[src/rtl/ps2_pkg.sv]
// ps2_pkg: scan codes, key map, FSM states and event type shared by the PS/2 key decoder.
// Defining PS2_EXT_KEYS_EN adds the Up/Down arrow keys (E0-prefixed) as keys 5 and 6.
package ps2_pkg;
  localparam logic [7:0] SC_BRK = 8'hF0;
  localparam logic [7:0] SC_EXT = 8'hE0;
  localparam logic [7:0] SC_W = 8'h1D;
  localparam logic [7:0] SC_S = 8'h1B;
  localparam logic [7:0] SC_C = 8'h21;
  localparam logic [7:0] SC_SPACE = 8'h29;
  localparam logic [7:0] SC_R = 8'h2D;
  localparam logic [7:0] SC_UP = 8'h75;
  localparam logic [7:0] SC_DOWN = 8'h72;
  localparam logic [2:0] K_W = 3'd0;
  localparam logic [2:0] K_S = 3'd1;
  localparam logic [2:0] K_C = 3'd2;
  localparam logic [2:0] K_SPACE = 3'd3;
  localparam logic [2:0] K_R = 3'd4;
  localparam logic [2:0] K_UP = 3'd5;
  localparam logic [2:0] K_DOWN = 3'd6;
`ifdef PS2_EXT_KEYS_EN
  localparam int NKEYS = 7;
`else
  localparam int NKEYS = 5;
`endif
  typedef enum logic [1:0] {IDLE, BRK, EXT, EXT_BRK} state_t;
  typedef struct packed {
    logic [2:0] key;
    logic press;
  } evt_t;
  typedef struct packed {
    logic hit;
    logic [2:0] key;
  } lookup_t;
  // ext selects the E0-prefixed code table; plain codes never match in it
  function automatic lookup_t key_lookup(input logic [7:0] c, input logic ext);
    lookup_t r;
    r = '0;
    if (!ext)
      r = c == SC_W ? {1'b1, K_W} :
          c == SC_S ? {1'b1, K_S} :
          c == SC_C ? {1'b1, K_C} :
          c == SC_SPACE ? {1'b1, K_SPACE} :
          c == SC_R ? {1'b1, K_R} : 4'd0;
`ifdef PS2_EXT_KEYS_EN
    else
      r = c == SC_UP ? {1'b1, K_UP} : c == SC_DOWN ? {1'b1, K_DOWN} : 4'd0;
`endif
    return r;
  endfunction
endpackage

[src/rtl/ps2_evt_fifo.sv]
// ps2_evt_fifo: synchronous event FIFO; accepts a push on full when a pop happens in the same cycle.
// Drops a push on full otherwise and latches a sticky overflow flag.
module ps2_evt_fifo #(
  parameter int DEPTH = 4,
  parameter int W = 4
) (
  input  logic         clk,
  input  logic         resetn,
  input  logic         push,
  input  logic         pop,
  input  logic [W-1:0] din,
  output logic [W-1:0] dout,
  output logic         empty,
  output logic         overflow
);
  localparam int AW = $clog2(DEPTH);
  logic [W-1:0] mem [DEPTH];
  logic [AW:0] wr_ptr, rd_ptr;
  logic full, do_pop, do_push;
  assign empty = wr_ptr == rd_ptr;
  assign full = (wr_ptr ^ rd_ptr) == {1'b1, {AW{1'b0}}};
  assign do_pop = pop && !empty;
  assign do_push = push && (!full || do_pop);
  assign dout = mem[rd_ptr[AW-1:0]];
  always_ff @(posedge clk)
    if (!resetn) begin
      wr_ptr <= '0;
      rd_ptr <= '0;
      overflow <= 1'b0;
      for (int i = 0; i < DEPTH; i++) mem[i] <= '0;
    end else begin
      if (do_push) mem[wr_ptr[AW-1:0]] <= din;
      wr_ptr <= wr_ptr + (AW+1)'(do_push);
      rd_ptr <= rd_ptr + (AW+1)'(do_pop);
      overflow <= overflow || (push && !do_push);
    end
endmodule

[src/rtl/ps2_key_decoder.sv]
// ps2_key_decoder: turns PS/2 scan-code bytes into held key levels and a press/release event queue.
// Extended arrow keys are decoded only when PS2_EXT_KEYS_EN is defined.
module ps2_key_decoder
  import ps2_pkg::*;
#(
  parameter int DEPTH = 4,
  parameter int TIMEOUT = 1000000
) (
  input  logic             clk,
  input  logic             resetn,
  input  logic             code_valid,
  input  logic [7:0]       code,
  output logic [NKEYS-1:0] key_state,
  output logic             evt_valid,
  input  logic             evt_ready,
  output logic [2:0]       evt_key,
  output logic             evt_press,
  output logic             err,
  output logic             overflow
);
  localparam int CW = $clog2(TIMEOUT);
  localparam logic [CW-1:0] TMAX = CW'(TIMEOUT - 1);
  state_t state, state_n;
  logic [CW-1:0] cnt;
  logic timeout, err_n, act, act_press, fifo_empty;
  lookup_t hit;
  evt_t head;
  assign timeout = state != IDLE && !code_valid && cnt == TMAX;
  assign hit = key_lookup(code, state == EXT || state == EXT_BRK);
  always_ff @(posedge clk)
    if (!resetn) begin
      state <= IDLE;
      cnt <= '0;
      err <= 1'b0;
      key_state <= '0;
    end else begin
      state <= state_n;
      err <= err_n;
      cnt <= code_valid || state == IDLE ? '0 : cnt == TMAX ? cnt : cnt + CW'(1);
      if (act) key_state[hit.key] <= act_press;
    end
  always_comb begin
    state_n = state;
    if (timeout)
      state_n = IDLE;
    else if (code_valid)
      case (state)
        IDLE: state_n = code == SC_BRK ? BRK : code == SC_EXT ? EXT : IDLE;
        BRK: state_n = code == SC_BRK ? BRK : IDLE;
        EXT: state_n = code == SC_BRK ? EXT_BRK : IDLE;
        default: state_n = IDLE;
      endcase
  end
  // a press only acts on a released key and a release only on a held one, which kills typematic repeats
  always_comb begin
    err_n = timeout || (code_valid && state != IDLE && code == SC_EXT);
    act_press = state == IDLE || state == EXT;
    act = code_valid && hit.hit && key_state[hit.key] != act_press;
  end
  ps2_evt_fifo #(.DEPTH(DEPTH), .W(4)) u_fifo (
    .clk(clk),
    .resetn(resetn),
    .push(act),
    .pop(evt_ready),
    .din({hit.key, act_press}),
    .dout(head),
    .empty(fifo_empty),
    .overflow(overflow)
  );
  assign evt_valid = !fifo_empty;
  assign evt_key = head.key;
  assign evt_press = head.press;
endmodule

[config.mk]
export PLATFORM = sky130hd
export DESIGN_NAME = ps2_key_decoder
export DESIGN_NICKNAME = d
export VERILOG_FILES = /design/src/rtl/ps2_pkg.sv /design/src/rtl/ps2_evt_fifo.sv /design/src/rtl/ps2_key_decoder.sv
export SDC_FILE = /design/constraint.sdc
export NUM_CORES = 1
export LEC_CHECK = 0
export BUFFER_PORTS_ARGS = -buffer_cell sky130_fd_sc_hd__buf_2
export CAP_MARGIN = 10
export CELL_PAD_IN_SITES_DETAIL_PLACEMENT = 1
export CELL_PAD_IN_SITES_GLOBAL_PLACEMENT = 2
export CORE_MARGIN = 5
export CORE_UTILIZATION = 41
export CTS_CLUSTER_SIZE = 40
export DETAILED_ROUTE_END_ITERATION = 6
export PLACE_DENSITY = 0.8
export SKIP_CTS_REPAIR_TIMING = 1
export SLEW_MARGIN = 20
export SYNTH_ARGS = -nofsm -noshare
export SYNTH_HDL_FRONTEND = slang
export SYNTH_HIERARCHICAL = 1
export SYNTH_SLANG_ARGS = --single-unit
[constraint.sdc]
create_clock -name clk -period 6.7 [get_ports clk]
set_clock_uncertainty 0.05 [all_clocks]
set_input_delay 0 -clock clk [delete_from_list [all_inputs] [get_ports clk]]
set_output_delay 0 -clock clk [all_outputs]
set_load 0.01 [all_outputs]
==> impl_metrics.env <==
export IMPL_rows=29
export IMPL_yosys_warnings=6
export IMPL_hold_viol_final=1
export IMPL_synthAdderAreaFrac_pct=2.403
export IMPL_p_per_area_nw_per_um2=187.7
export IMPL_max_stage_delay_ns=0.60
export IMPL_io_pins=24
export IMPL_synthMuxAreaShare_pct=4.805
export IMPL_arrival_ns=2.74
export IMPL_area_delta_synth_final_pct=9.899
export IMPL_synth_top_family_by_area="simple AND/OR/NAND/NOR gates"
export IMPL_drc=0
export IMPL_cts_tree="yes"
export IMPL_synthXorXnorAreaFrac_pct=7.064
export IMPL_path_cells="nand2b_1 > or3_4 > nor3_4 > a22oi_2 > a21oi_1 > o21a_1 > o41ai_1 > o31ai_1"
export IMPL_yosysMostFrequentCell="dfxtp_1"
export IMPL_power_frac_comb_pct=4.9
export IMPL_grt_usage_pct=15.47
export IMPL_cts_root_buffer="clkbuf_8"
export IMPL_grt_overflow_total=0
export IMPL_synthTopCellsByCount="dfxtp_1 (35), nor2_1 (26), edfxtp_1 (16), nand2_1 (16)"
export IMPL_irDropWorstVdd_mv=0.07700
export IMPL_synth_cell_type_count=53
export IMPL_numCtsBuffers=5
export IMPL_rr_worst_depth=8
export IMPL_synth_simple_area_share_pct=28.02
export IMPL_period_needed_ns=2.846
export IMPL_cpMaxStageDelayCell="o31ai_1"
export IMPL_routed_via_density=5.489
export IMPL_place_area_um2=2756
export IMPL_synth_edf_count=16
export IMPL_synth_fp_nets=279
export IMPL_min_path_type="primary input to flop"
export IMPL_slew_headroom_pct=47.44
export IMPL_antennaDiodeCount=0
export IMPL_fin_setup_tns_ns=0
export IMPL_synth_top_area_cell="dfxtp_1"
export IMPL_cts_buffer_depth=2
export IMPL_synth_compound_area_share_pct=9.082
export IMPL_syn_area_per_cell_um2=9.938
export IMPL_sw_frac_of_total_pct=22.40
export IMPL_critPathKind="flop to flop"
export IMPL_rsz0062_at_grt="false"
export IMPL_htreeDepth=2
export IMPL_grt_max_degree=24
export IMPL_final_antenna_net_count=0
export IMPL_drtIter0Drc=55
export IMPL_drv_slew=0
export IMPL_die_height_um=89.69
export IMPL_syn_area_um2=2604
export IMPL_synthFlopType="dfxtp_1"
export IMPL_start_util_pct=41.48
export IMPL_cts_sinks=51
export IMPL_coreArea_um2=6277
export IMPL_place_congestion=0.7974
export IMPL_crit_fanout=6
export IMPL_grt_pass1_wl_um=9639
export IMPL_status="complete, but fails checks"
export IMPL_p_seq_share_pct=60.2
export IMPL_ys_ff_latch=51
export IMPL_hpwlAfterDp_um=4183
export IMPL_pwr_share_clk_pct=34.9
export IMPL_synthCells=262
export IMPL_fin_crit_sh_pct=42.48
export IMPL_switchingPower_uw=120.3
export IMPL_vias=1987
export IMPL_grt_pass1_vias=1970
export IMPL_design_area_um2=2861
export IMPL_first_pass_iters=4
export IMPL_holdPathStages=3
export IMPL_ys_seq_area_share_pct=45.36
export IMPL_crit_path_start_kind="flop"
export IMPL_power_internal_uw=416.7
export IMPL_holdWs_ns=-0.002406
export IMPL_worstMarginPinSlew_ns=0.7782
export IMPL_ys_top_cells_by_area="dfxtp_1 (27%), edfxtp_1 (18%), xor2_1 (5.0%), mux4_1 (4.0%), nor2_1 (3.7%)"
export IMPL_cap_violations=0
export IMPL_drive_above_1_share_pct=16.14
export IMPL_finalNetCount=301
export IMPL_violations="hold timing"
export IMPL_io_buffers=23
export IMPL_async_flop_share_pct=0
export IMPL_die_area_um2=8044
export IMPL_worstPathRequired_ns=6.59
export IMPL_setup_viol=0
export IMPL_drt_total_wl_um=5593
export IMPL_clk_latency_ns=0.30
export IMPL_final_core_util_pct=45.59
export IMPL_endpoint_kind="flop"
export IMPL_antenna_found_initial=0
export IMPL_wl_per_cell_um=15.45
export IMPL_clk_pin_slew_ns=0.09
export IMPL_fmax_ghz=0.3513
export IMPL_total_leakage_power_nw=1.119
export IMPL_yosysTopAreaCellShare_pct=26.91
export IMPL_die_width_um=89.69
[layer usage]
layer / part of all wire, % / global-route usage, % / up-vias
met5: 0 / 0 / -
met4: 1.1 / 4.330 / 0
met3: 2.6 / 2.828 / 5
met2: 49 / 25.73 / 19
met1: 48 / 20.58 / 975
li1: - / - / 988
[worst max-delay path, delay by kind of cell, from the launching register on]
kind | cells | cell delay, ns
AOI/OAI and AO/OA | 5 | 1.28
and+or+nand+nor | 3 | 0.81
DFF | 1 | 0.36
[cell usage in the layout, fill, tap and decap left out, types with 8 or more instances in the layout]
cell | netlist | final
nand2_1 | 16 | 16
xor2_1 | 15 | 15
nand3_1 | 15 | 15
and2_1 | 9 | 9
edfxtp_1 | 16 | 16
buf_2 | 2 | 23
a21oi_1 | 8 | 8
o21ai_0 | 14 | 14
dfxtp_1 | 35 | 35
nor2_1 | 26 | 26
and3_1 | 13 | 13
[sequential cells by signal, summed over array words and instances (netlist names)]
| register | cells |
|---|---|
| u_fifo/rd_ptr | 3 |
| u_fifo/overflow | 1 |
| state | 2 |
| err | 1 |
| key_state | 5 |
| cnt | 20 |
| u_fifo/wr_ptr | 3 |
| u_fifo/mem | 16 |
[power by group through the flow]
| stage | Sequential [mW] | Combinational, mW | Clock [mW] |
|---|---|---|---|
| after floorplan | 0.329 | 0.0169 | 0 |
| after global placement | 0.330 | 0.0257 | 0 |
| after detailed placement | 0.330 | 0.0262 | 0 |
| after CTS | 0.323 | 0.0264 | 0.197 |
| after global routing | 0.324 | 0.0292 | 0.211 |
| final | 0.323 | 0.0264 | 0.188 |
[final timing paths]
kind / end / slack, ns / start
max: u_fifo/mem[0][0] / 3.85 / state[1]
min: err / -0.002 / code_valid
max reg2reg: u_fifo/mem[0][0] / 3.85 / state[1]
min reg2reg: u_fifo/overflow / 0.42 / u_fifo/overflow
[area by class of cell]
class	count	area, µm²
Inverter	7	26.28
Clock buffer	7	86.33
Timing Repair Buffer	24	125.1
Sequential cell	51	1181
Fill cell	733	3416
Tap cell	77	96.34
Clock inverter	1	8.758
Multi-Input combinational cell	195	1338
[cell families (layout without fill, tap and decap cells)]
kind of cell,after synthesis,in the layout
xor+xnor,21,21
simple gates,127,127
compound gates,36,36
fa+ha+maj,5,5
flops,51,51
mux,6,6
buf+inv,16,39
[stage by stage]
step / worst slack [ns] / total power, mW / hold slack [ns] / std cells
2_1_floorplan: 4.169 / 0.3461 / 0.07171 / 262
3_3_place_gp: 3.986 / 0.3557 / 0.3047 / 353
3_5_place_dp: 3.870 / 0.3566 / 0.3109 / 353
4_1_cts: 3.837 / 0.5463 / -0.02214 / 361
5_1_grt: 3.576 / 0.5641 / 0.01661 / 362
6_report: 3.854 / 0.5370 / -0.002406 / 362
Power figures use the tool's default switching activity.
